## src/rtl/des_pkg.sv

```systemverilog
// -----------------------------------------------------------------------------
// des_pkg
// Shared DES key-schedule definitions: PC-1 / PC-2 permutation tables, the
// per-round left-shift table and the schedule FSM state encoding. The
// encrypt-side schedule uses the same tables.
//
// Bit numbering follows FIPS 46: table entries are 1-based bit numbers where
// bit 1 is the MSB of the vector being permuted.
// -----------------------------------------------------------------------------
package des_pkg;

    typedef enum logic {
        ST_IDLE = 1'b0,
        ST_RUN  = 1'b1
    } state_t;

    // PC-1: 64-bit key -> 56-bit C||D (parity bits dropped)
    localparam int PC1_TABLE [56] = '{
        57, 49, 41, 33, 25, 17,  9,
         1, 58, 50, 42, 34, 26, 18,
        10,  2, 59, 51, 43, 35, 27,
        19, 11,  3, 60, 52, 44, 36,
        63, 55, 47, 39, 31, 23, 15,
         7, 62, 54, 46, 38, 30, 22,
        14,  6, 61, 53, 45, 37, 29,
        21, 13,  5, 28, 20, 12,  4
    };

    // PC-2: 56-bit C||D -> 48-bit subkey
    localparam int PC2_TABLE [48] = '{
        14, 17, 11, 24,  1,  5,
         3, 28, 15,  6, 21, 10,
        23, 19, 12,  4, 26,  8,
        16,  7, 27, 20, 13,  2,
        41, 52, 31, 37, 47, 55,
        30, 40, 51, 45, 33, 48,
        44, 49, 39, 56, 34, 53,
        46, 42, 50, 36, 29, 32
    };

    // Encryption left-shift amount for rounds 1..16 (index = round - 1).
    // The decrypt schedule undoes entry [n-1] when stepping from Kn to Kn-1.
    localparam int SHIFT_TABLE [16] = '{1, 1, 2, 2, 2, 2, 2, 2, 1, 2, 2, 2, 2, 2, 2, 1};

    // Key bit i (FIPS) sits at vector index 64-i; C||D bit j at index 56-j.
    function automatic logic [55:0] pc1(input logic [63:0] key);
        logic [55:0] cd;
        cd = '0;
        for (int j = 0; j < 56; j++) begin
            cd[55-j] = key[64-PC1_TABLE[j]];
        end
        return cd;
    endfunction

    // FIPS bit 1 is the MSB, so a FIPS right rotation moves bits toward the LSB.
    function automatic logic [27:0] rotr28(input logic [27:0] x, input int amt);
        return (amt == 2) ? {x[1:0], x[27:2]} : {x[0], x[27:1]};
    endfunction

endpackage

```

## src/rtl/des_decrypt_key_schedule_if.sv

```systemverilog
// -----------------------------------------------------------------------------
// des_decrypt_key_schedule_if
// Key-load and subkey-stream signals of the decrypt key schedule.
//   Key_Input[64:1]     DES key, bit 64 = FIPS key bit 1
//   Start / Abort       load key and begin / cancel a sequence
//   Key_Ready           schedule idle, Start accepted
//   Subkey_Output[48:1] current subkey (valid/ready handshake with
//   Subkey_Valid / Subkey_Ready)
//   Round_Index[3:0]    encryption round of current subkey minus 1
//   Finish_Flag         one-cycle pulse after K1 is accepted
// slave = the schedule block, master = the key source / subkey consumer.
// -----------------------------------------------------------------------------
interface des_decrypt_key_schedule_if;
    logic [64:1] Key_Input;
    logic        Start;
    logic        Abort;
    logic        Key_Ready;
    logic [48:1] Subkey_Output;
    logic        Subkey_Valid;
    logic        Subkey_Ready;
    logic [3:0]  Round_Index;
    logic        Finish_Flag;

    modport master (
        output Key_Input, Start, Abort, Subkey_Ready,
        input  Key_Ready, Subkey_Output, Subkey_Valid, Round_Index, Finish_Flag
    );

    modport slave (
        input  Key_Input, Start, Abort, Subkey_Ready,
        output Key_Ready, Subkey_Output, Subkey_Valid, Round_Index, Finish_Flag
    );
endinterface

```

## src/rtl/des_pc2.sv

```systemverilog
// -----------------------------------------------------------------------------
// des_pc2
// Combinational PC-2 permutation: 56-bit C||D -> 48-bit subkey.
//   cd[55:0]     C||D, FIPS bit 1 at index 55
//   subkey[47:0] subkey, FIPS bit 1 at index 47
// -----------------------------------------------------------------------------
module des_pc2
    import des_pkg::*;
(
    input  logic [55:0] cd,
    output logic [47:0] subkey
);

    always_comb begin
        subkey = '0;
        for (int j = 0; j < 48; j++) begin
            subkey[47-j] = cd[56-PC2_TABLE[j]];
        end
    end

endmodule

```

## src/rtl/des_decrypt_key_schedule.sv

```systemverilog
// -----------------------------------------------------------------------------
// des_decrypt_key_schedule
// Produces the 16 DES subkeys in decrypt order K16..K1 over a valid/ready
// stream. C/D are loaded unrotated from PC-1(key) (a full encrypt schedule
// rotates by 28 bits, so this is already K16) and rotated right on each
// accepted subkey.
//   clk, rst_n   clock, asynchronous active-low reset
//   bus          des_decrypt_key_schedule_if.slave (see interface header)
// CLEAR_IDLE=1 forces Subkey_Output to zero while Subkey_Valid=0; with 0 the
// output keeps showing PC-2 of the retained C/D (the last subkey).
// -----------------------------------------------------------------------------
module des_decrypt_key_schedule
    import des_pkg::*;
#(
    parameter bit CLEAR_IDLE = 1'b1
) (
    input  logic                          clk,
    input  logic                          rst_n,
    des_decrypt_key_schedule_if.slave     bus
);

    state_t      state_q, state_d;
    logic [27:0] c_q, c_d;
    logic [27:0] d_q, d_d;
    logic [3:0]  round_q, round_d;
    logic        fin_q, fin_d;
    logic [47:0] subkey_pc2;

    always_ff @(posedge clk or negedge rst_n) begin
        if (!rst_n) begin
            state_q <= ST_IDLE;
            c_q     <= '0;
            d_q     <= '0;
            round_q <= '0;
            fin_q   <= 1'b0;
        end else begin
            state_q <= state_d;
            c_q     <= c_d;
            d_q     <= d_d;
            round_q <= round_d;
            fin_q   <= fin_d;
        end
    end

    always_comb begin
        state_d = state_q;
        c_d     = c_q;
        d_d     = d_q;
        round_d = round_q;
        fin_d   = 1'b0;

        // Abort outranks Start and the subkey handshake
        if (bus.Abort) begin
            state_d = ST_IDLE;
            round_d = 4'd0;
        end else begin
            case (state_q)
                ST_IDLE: begin
                    if (bus.Start) begin
                        state_d    = ST_RUN;
                        {c_d, d_d} = pc1(bus.Key_Input);
                        round_d    = 4'd15;
                    end
                end
                ST_RUN: begin
                    if (bus.Subkey_Ready) begin
                        if (round_q == 4'd0) begin
                            // K1 accepted: C/D left as-is, Round_Index already 0
                            state_d = ST_IDLE;
                            fin_d   = 1'b1;
                        end else begin
                            c_d     = rotr28(c_q, SHIFT_TABLE[round_q]);
                            d_d     = rotr28(d_q, SHIFT_TABLE[round_q]);
                            round_d = round_q - 4'd1;
                        end
                    end
                end
                default: begin
                    state_d = ST_IDLE;
                end
            endcase
        end
    end

    des_pc2 u_pc2 (
        .cd     ({c_q, d_q}),
        .subkey (subkey_pc2)
    );

    assign bus.Key_Ready     = (state_q == ST_IDLE);
    assign bus.Subkey_Valid  = (state_q == ST_RUN);
    assign bus.Round_Index   = round_q;
    assign bus.Finish_Flag   = fin_q;
    assign bus.Subkey_Output = (CLEAR_IDLE && (state_q != ST_RUN)) ? 48'd0 : subkey_pc2;

endmodule

```

## src/flat_wrapper.sv

```systemverilog
// flat-port wrapper written by rule: the top's interface ports become plain ports
module des_decrypt_key_schedule_flat import des_pkg::*;
#(
    parameter bit CLEAR_IDLE = 1'b1
)
  (clk, rst_n, bus_Key_Input, bus_Start, bus_Abort, bus_Subkey_Ready, bus_Key_Ready, bus_Subkey_Output, bus_Subkey_Valid, bus_Round_Index, bus_Finish_Flag);
  des_decrypt_key_schedule_if bus_i ();
  input  logic clk;
  input  logic rst_n;
  input wire logic [$bits(bus_i.Key_Input)-1:0] bus_Key_Input;
  input wire logic [$bits(bus_i.Start)-1:0] bus_Start;
  input wire logic [$bits(bus_i.Abort)-1:0] bus_Abort;
  input wire logic [$bits(bus_i.Subkey_Ready)-1:0] bus_Subkey_Ready;
  output wire logic [$bits(bus_i.Key_Ready)-1:0] bus_Key_Ready;
  output wire logic [$bits(bus_i.Subkey_Output)-1:0] bus_Subkey_Output;
  output wire logic [$bits(bus_i.Subkey_Valid)-1:0] bus_Subkey_Valid;
  output wire logic [$bits(bus_i.Round_Index)-1:0] bus_Round_Index;
  output wire logic [$bits(bus_i.Finish_Flag)-1:0] bus_Finish_Flag;
  assign bus_i.Key_Input = bus_Key_Input;
  assign bus_i.Start = bus_Start;
  assign bus_i.Abort = bus_Abort;
  assign bus_i.Subkey_Ready = bus_Subkey_Ready;
  assign bus_Key_Ready = bus_i.Key_Ready;
  assign bus_Subkey_Output = bus_i.Subkey_Output;
  assign bus_Subkey_Valid = bus_i.Subkey_Valid;
  assign bus_Round_Index = bus_i.Round_Index;
  assign bus_Finish_Flag = bus_i.Finish_Flag;
  des_decrypt_key_schedule #(.CLEAR_IDLE(CLEAR_IDLE)) u_core (.clk(clk), .rst_n(rst_n), .bus(bus_i));
endmodule
```

## config.mk

```make
export PLATFORM = sky130hd
export DESIGN_NAME = des_decrypt_key_schedule_flat
export DESIGN_NICKNAME = d
export VERILOG_FILES = /design/src/rtl/des_pkg.sv /design/src/rtl/des_decrypt_key_schedule_if.sv /design/src/rtl/des_pc2.sv /design/src/rtl/des_decrypt_key_schedule.sv /design/src/flat_wrapper.sv
export SDC_FILE = /design/constraint.sdc
export NUM_CORES = 1
export LEC_CHECK = 0
export BUFFER_PORTS_ARGS = -buffer_cell sky130_fd_sc_hd__buf_2
export CAP_MARGIN = 20
export CELL_PAD_IN_SITES_DETAIL_PLACEMENT = 1
export CELL_PAD_IN_SITES_GLOBAL_PLACEMENT = 1
export CORE_UTILIZATION = 38
export DETAILED_ROUTE_END_ITERATION = 8
export PLACE_DENSITY = 0.88
export SLEW_MARGIN = 15
export SYNTH_ARGS = -nofsm -noshare
export SYNTH_HDL_FRONTEND = slang
export SYNTH_SLANG_ARGS = --single-unit
```

## constraint.sdc

```tcl
create_clock -name clk -period 2.5 [get_ports clk]
set_clock_uncertainty 0.2 [all_clocks]
set_input_delay 0.125 -clock clk [delete_from_list [all_inputs] [get_ports clk]]
set_output_delay 0.125 -clock clk [all_outputs]
set_load 0.02 [all_outputs]
```

==> flow_summary.toml, run 1 <==
[run_status]
outcome = "completed"

[worst_setup_path]
crit_path_start_kind = "flop"
worstPathRequired_ps = 2530
worstPathCellList = "inv_1, ha_2, or3b_4, and2_4, clkbuf_16, a32o_1, a221o_1"
critPathMaxStageDelay_ps = 430
worstPathMaxFanout = 28
slowest_stage = "dfrtp_2"
critical_path_buf_inv_count = 2
end_kind = "flop"
reg2reg_from = "u_core.bus.Round_Index[1]$_DFFE_PN0P_"
r2r-end = "u_core.d_q[13]$_DFFE_PN0P_"
critical-path-top-delay-family = "simple AND/OR/NAND/NOR gates"
crit_type = "reg2reg"
reg2reg_setup_slack_ps = 50
cp.arrival_ps = 2480
ff2ff_path_depth = 7

[timing]
max_slew_margin_pct = 49.4
drv_slew = 0
post-route-period-util_pct = 98.0
worst_slew_pin_slew_ps = 755
hold_ws_ps = 177
finalHoldViolations = 0
fin_crit_ps = 2450
fmax_mhz = 408
finalSetupViolCount = 0

[routing]
ant_nets = 0
post-route-drc-count = 0
drt-total-wl_um = 12700
vias_per_cell = 6.22
drt-initial-drc-count = 146
post_drt_wl_per_cell_um = 22.1
dr.pass1.iters = 5
num_vias = 3574

[pwr]
p_per_area_nw_per_um2 = 705
finalPower_mw = 3.53
p_comb_share_pct = 28.4
pwr-share-clk_pct = 28.8
p_leak_nw = 2.30
seq_power_share_pct = 42.8
netSwitchingPower_mw = 1.22
swShare_pct = 34.6
internal_power_mw = 2.31
peakVddDrop_mv = 0.291

[finish]
fillers = 980
nets = 535
drive_gt1_share_pct = 33.8
layout.cells.non_filler = 575
area_growth_pct = 45.7
layout_commonest_cell = "buf_2"
layout_common_cells = "buf_2 (115), dlygate4sd3_1 (61), dfrtp_1 (60)"
antennaDiodeCount = 0

[clocking]
ctsLongestPathBuffers = 2
cts_made_buffers = 9
tritoncts = "built"
root_buffer = "clkbuf_8"
clkTransAtPathRegs_ps = 80
clk-insertion-delay-late_ps = 350
clock_sinks = 62
htree_levels = 3

[min_path]
hold_path.class = "in2async"

[synth]
synth.top_cell.area_share_pct = 45.1
synthCells = 295
synthDistinctLibCells = 29
ys_seq_area_share_pct = 45.1
syn_nets = 368
yosys_warnings = 0
mappedNetlistArea_um2 = 3440
ys_seq_elements = 62
synth_area_leaders = "dfrtp_1 (45%), a221o_1 (16%), a32o_1 (16%)"
synth.avg_cell_area_um2 = 11.7
synth_top_cell_by_area = "dfrtp_1"

[flow_run]
drv_cap = 0

[global_routing]
antenna_found_initial = 0
grt_max_degree = 60
first_global_vias = 3747
grt_pass1_wl_um = 19900
grt_remaining_overflow = 0
grtUsageTotal_pct = 26.8

[placement]
dp_hpwl_um = 6580
gp_congestion = 0.796
placedCellCount = 492
port_buffers = 115

[floorplan]
design.core.area_um2 = 8760
ios = 124
die_x_um = 97.1
row_count = 34
initial_core_util_pct = 39.2
die_h_um = 97.1
dieArea_um2 = 9440
per-layer routing:
layer  up-vias  global-route usage [%]  wire length (µm)
met5         -                       0                 0
met4         0                    11.8               276
met3        26                    3.81               600
met2       139                    46.3              6640
met1      1854                    33.2              5180
li1       1555                       -                 -
cell usage after synthesis (all sizes together):
library cell / number
nand2b: 1
a221o: 56
a31o: 1
or3b: 1
nor2b: 4
a311oi: 1
nor3: 1
nand3: 2
nor2: 5
buf: 18
a211oi: 2
nand4: 1
ha: 4
nand2: 1
clkbuf: 18
o21ai: 3
dfrtp: 62
a32o: 56
inv: 3
o211ai: 1
and3b: 1
o31ai: 1
and2: 49
o22ai: 1
nor3b: 2
registers in the layout (all words and copies together) (netlist names):
register,count
u_core.bus.Round_Index,4
u_core.d_q,28
u_core.bus.Subkey_Valid,1
u_core.bus.Finish_Flag,1
u_core.c_q,28
power groups by stage:
| stage | Combinational, mW | Clock, mW | Sequential, mW |
|---|---|---|---|
| 6_report | 1.00 | 1.02 | 1.51 |
| 5_1_grt | 1.08 | 1.07 | 1.54 |
| 4_1_cts | 0.965 | 1.03 | 1.50 |
| 3_5_place_dp | 0.877 | 0 | 1.52 |
| 3_3_place_gp | 0.830 | 0 | 1.50 |
| 2_1_floorplan | 0.607 | 0 | 1.43 |
area by class of cell:
type	count	area, µm²	share of cell area (%)
multi-input cells	195	1700	34.0
well taps	108	135	2.70
inverters	3	11.3	0.225
repair buffers	191	1390	27.6
clock inverters	6	85.1	1.70
flip-flops and latches	62	1550	31.0
clock buffers	10	138	2.75
what timing repair did:
action / CTS / global route
hold buffers: 61 / 0
setup buffers: 0 / 4
gates resized for setup: 3 / 6
gates cloned: 1 / 1
setup endpoints to repair: 56 / 56
endpoints found under the hold margin: 123 / 0
cell families (layout without fill, tap and decap cells):
kind of cell	after synthesis	in the layout	share of synthesized area, %
AOI/OAI and AO/OA	122	122	34.7
and+or+nand+nor	68	69	12.4
DFF	62	62	45.1
buffers and inverters	39	210	6.29
adders and majority gates	4	4	1.46
worst max path at each step:
stage | start | end | slack, ps | depth (start not counted)
final | u_core.bus.Round_Index[1]$_DFFE_PN0P_ | u_core.d_q[13]$_DFFE_PN0P_ | 50 | 7
after global routing | u_core.bus.Round_Index[1]$_DFFE_PN0P_ | u_core.d_q[14]$_DFFE_PN0P_ | -20 | 7
after CTS | u_core.bus.Round_Index[1]$_DFFE_PN0P_ | u_core.c_q[1]$_DFFE_PN0P_ | 20 | 7
after floorplan | u_core.bus.Round_Index[0]$_DFFE_PN0P_ | u_core.c_q[1]$_DFFE_PN0P_ | 140 | 8
after detailed placement | u_core.bus.Round_Index[0]$_DFFE_PN0P_ | u_core.c_q[1]$_DFFE_PN0P_ | -110 | 7
after global placement | u_core.bus.Round_Index[0]$_DFFE_PN0P_ | u_core.c_q[15]$_DFFE_PN0P_ | -160 | 6
tightest hold or removal path, delay by kind of cell:
kind                   cells  cell delay [ps]
buffers and inverters      3             1010
per-stage QoR:
stage | worst slack [ps] | TNS [ps] | util [%] | area [µm²]
finish | 50.5 | 0 | 57.2 | 5010
global route | -21.0 | -103 | 57.2 | 5010
CTS | 15.2 | 0 | 56.3 | 4930
detailed placement | -108 | -3190 | 46.6 | 4080
global placement | -159 | -8580 | 46.3 | 4050
floorplan | 141 | 0 | - | 3440
(Power assumes the default switching activity.)
==> run 2: changes to the inputs <==
--- a/config.mk
+++ b/config.mk
@@ -6,13 +6,14 @@
 export NUM_CORES = 1
 export LEC_CHECK = 0
 export BUFFER_PORTS_ARGS = -buffer_cell sky130_fd_sc_hd__buf_2
-export CAP_MARGIN = 20
+export CAP_MARGIN = 30
 export CELL_PAD_IN_SITES_DETAIL_PLACEMENT = 1
 export CELL_PAD_IN_SITES_GLOBAL_PLACEMENT = 1
-export CORE_UTILIZATION = 38
+export CORE_UTILIZATION = 42
 export DETAILED_ROUTE_END_ITERATION = 8
-export PLACE_DENSITY = 0.88
+export PLACE_DENSITY = 0.93
 export SLEW_MARGIN = 15
 export SYNTH_ARGS = -nofsm -noshare
 export SYNTH_HDL_FRONTEND = slang
+export SYNTH_HIERARCHICAL = 1
 export SYNTH_SLANG_ARGS = --single-unit
==> constraint.sdc (replaced) <==
create_clock -name clk -period 2.93 [get_ports clk]
set_clock_uncertainty 0.2 [all_clocks]
set_input_delay 0.1465 -clock clk [delete_from_list [all_inputs] [get_ports clk]]
set_output_delay 0.1465 -clock clk [all_outputs]
set_load 0.02 [all_outputs]
==> run 2 against run 1 <==
  * Clock-buffer cell count up 3
  * Sequential share of layout area up 0.61 points
  * Via count down 1.5%
  * Clock power down 25%
  * Core utilization down 1.2 points
==> flow_summary.toml, run 2 <==
[finish]
antennaDiodeCount = 0
fillers = 958
area_growth_pct = 28.6
drive_gt1_share_pct = 32.2
utilization_pct = 56.0
layout_common_cells = "buf_2 (115), dfrtp_1 (62), dlygate4sd3_1 (61)"
layout_commonest_cell = "buf_2"
nets = 531
layout.cells.non_filler = 571

[global_routing]
grt_max_degree = 60
first_global_vias = 3772
grtUsageTotal_pct = 25.9
antenna_found_initial = 0
grt_remaining_overflow = 0
grt_pass1_wl_um = 19700

[synth]
syn_nets = 416
yosysMostFrequentCell = "dfrtp_1"
synth.avg_cell_area_um2 = 11.1
synthFlopType = "dfrtp_1"
ys_seq_elements = 62
ys_seq_area_share_pct = 40.7
synth-edff-count = 0
synthDistinctLibCells = 30
yosys_warnings = 6
async_reset_ff_share_pct = 100
synth_top_cell_by_area = "dfrtp_1"
synthCells = 343
synth_common_cells = "dfrtp_1 (62), a221o_1 (56), a32o_1 (56)"
mappedNetlistArea_um2 = 3820
synth.top_cell.area_share_pct = 40.7
synth_area_leaders = "dfrtp_1 (41%), a221o_1 (15%), a32o_1 (15%)"

[placement]
dp_hpwl_um = 6970
gp_congestion = 0.827
place_ws_ps = 205
port_buffers = 115
placedCellCount = 493

[pwr]
peakVddDrop_mv = 0.220
p_leak_nw = 2.27
p_per_area_nw_per_um2 = 587
finalPower_mw = 2.88

[worst_setup_path]
r2r-end = "u_core/d_q[3]$_DFFE_PN0P_"
worstPathRequired_ps = 2930
worstPathMaxFanout = 56
end_kind = "flop"
cp.arrival_ps = 2510
crit_path_start_kind = "flop"
crit_end = "u_core/d_q[3]$_DFFE_PN0P_"
crit_start = "u_core/bus.Round_Index[1]$_DFFE_PN0P_"
reg2reg_setup_slack_ps = 420
reg2reg_from = "u_core/bus.Round_Index[1]$_DFFE_PN0P_"
crit_type = "reg2reg"
ff2ff_path_depth = 7

[routing]
num_vias = 3522
drt-initial-drc-count = 197
drt-total-wl_um = 12100
ant_nets = 0
vias_per_cell = 6.17
post-route-drc-count = 0
dr.pass1.iters = 6
post_drt_wl_per_cell_um = 21.1

[clocking]
root_buffer = "clkbuf_8"
clk-insertion-delay-late_ps = 320
clkTransAtPathRegs_ps = 70
tritoncts = "built"
htree_levels = 3
clock_sinks = 62
cts_made_buffers = 9
ctsResizeCount = 0
ctsLongestPathBuffers = 2

[floorplan]
ios = 124
die_h_um = 97.3
dieArea_um2 = 9470
design.core.area_um2 = 8760
row_count = 34
initial_core_util_pct = 43.5
die_x_um = 97.3

[min_path]
hold_path.class = "in2async"

[timing]
rsz0062_at_grt = "no"
post-route-period-util_pct = 85.7
fmax_mhz = 398
finalHoldViolations = 0
worst_slew_pin_slew_ps = 640
finalSetupViolCount = 0
finalSetupTns_ps = 0
drv_slew = 0
fin_crit_ps = 2510
max_slew_margin_pct = 57.3
finalWorstSetupSlack_ps = 418

[run_status]
outcome = "completed"

[flow_run]
drv_cap = 0
## run 2: per-layer routing
metal / routed length (µm) / share of wire [%] / vias to the layer above / track usage [%]
met4: 245 / 2.0 / 0 / 8.37
met3: 654 / 5.4 / 23 / 4.17
met2: 6290 / 52 / 162 / 46.9
li1: - / - / 1550 / -
met1: 4870 / 40 / 1787 / 31.3
met5: 0 / 0 / - / 0
## run 2: layout make-up
| type | count | area, µm² | share of cell area [%] |
|---|---|---|---|
| multi-input cells | 192 | 1690 | 34.4 |
| flip-flops and latches | 62 | 1550 | 31.6 |
| repair buffers | 189 | 1320 | 26.8 |
| clock buffers | 13 | 159 | 3.24 |
| well taps | 108 | 135 | 2.75 |
| clock inverters | 3 | 42.5 | 0.867 |
| inverters | 4 | 15.0 | 0.306 |
## run 2: per-stage QoR
step / hold slack, ps / cell area (µm²)
after floorplan: -349 / 3820
after global placement: 156 / 4050
after detailed placement: -9.66 / 4080
after CTS: 183 / 4890
after global routing: 218 / 4910
final: 160 / 4910
## run 2: report_power, final
group / leakage, nW / switching (mW) / internal [mW]
clock network: 0.0996 / 0.331 / 0.439
registers: 0.772 / 0.236 / 1.05
logic: 1.40 / 0.422 / 0.403
total: 2.27 / 0.988 / 1.89
## run 2: what timing repair did
item,4_1_cts,5_1_grt
buffers inserted,0,0
endpoints found under the hold margin,84,0
hold buffers,61,0
## run 2: cells by family (layout without fill, tap and decap cells)
family | after synthesis | after routing | share of synthesized area (%)
AOI/OAI and AO/OA | 123 | 123 | 31.4
buffers and inverters | 89 | 209 | 15.8
and+or+nand+nor | 65 | 65 | 10.8
DFF | 62 | 62 | 40.7
adders and majority gates | 4 | 4 | 1.31
## run 2: worst min path at each step
stage | cells past startpoint | endpoint | slack (ps) | from
3_3_place_gp | 1 | u_core/c_q[13]$_DFFE_PN0P_ | 160 | rst_n
6_report | 2 | u_core/c_q[11]$_DFFE_PN0P_ | 160 | rst_n
2_1_floorplan | 0 | u_core/bus.Finish_Flag$_DFF_PN0_ | -350 | rst_n
5_1_grt | 2 | u_core/c_q[11]$_DFFE_PN0P_ | 220 | rst_n
4_1_cts | 2 | u_core/c_q[11]$_DFFE_PN0P_ | 180 | rst_n
3_5_place_dp | 1 | u_core/c_q[12]$_DFFE_PN0P_ | -10 | rst_n
## run 2: critical path, stage by stage, from the launching register on
cell and delay [ps]:
dfrtp_1 380, inv_1 80, ha_1 160, or3b_4 410
nor3b_4 170, buf_4 320, a32o_1 360, a221o_1 270
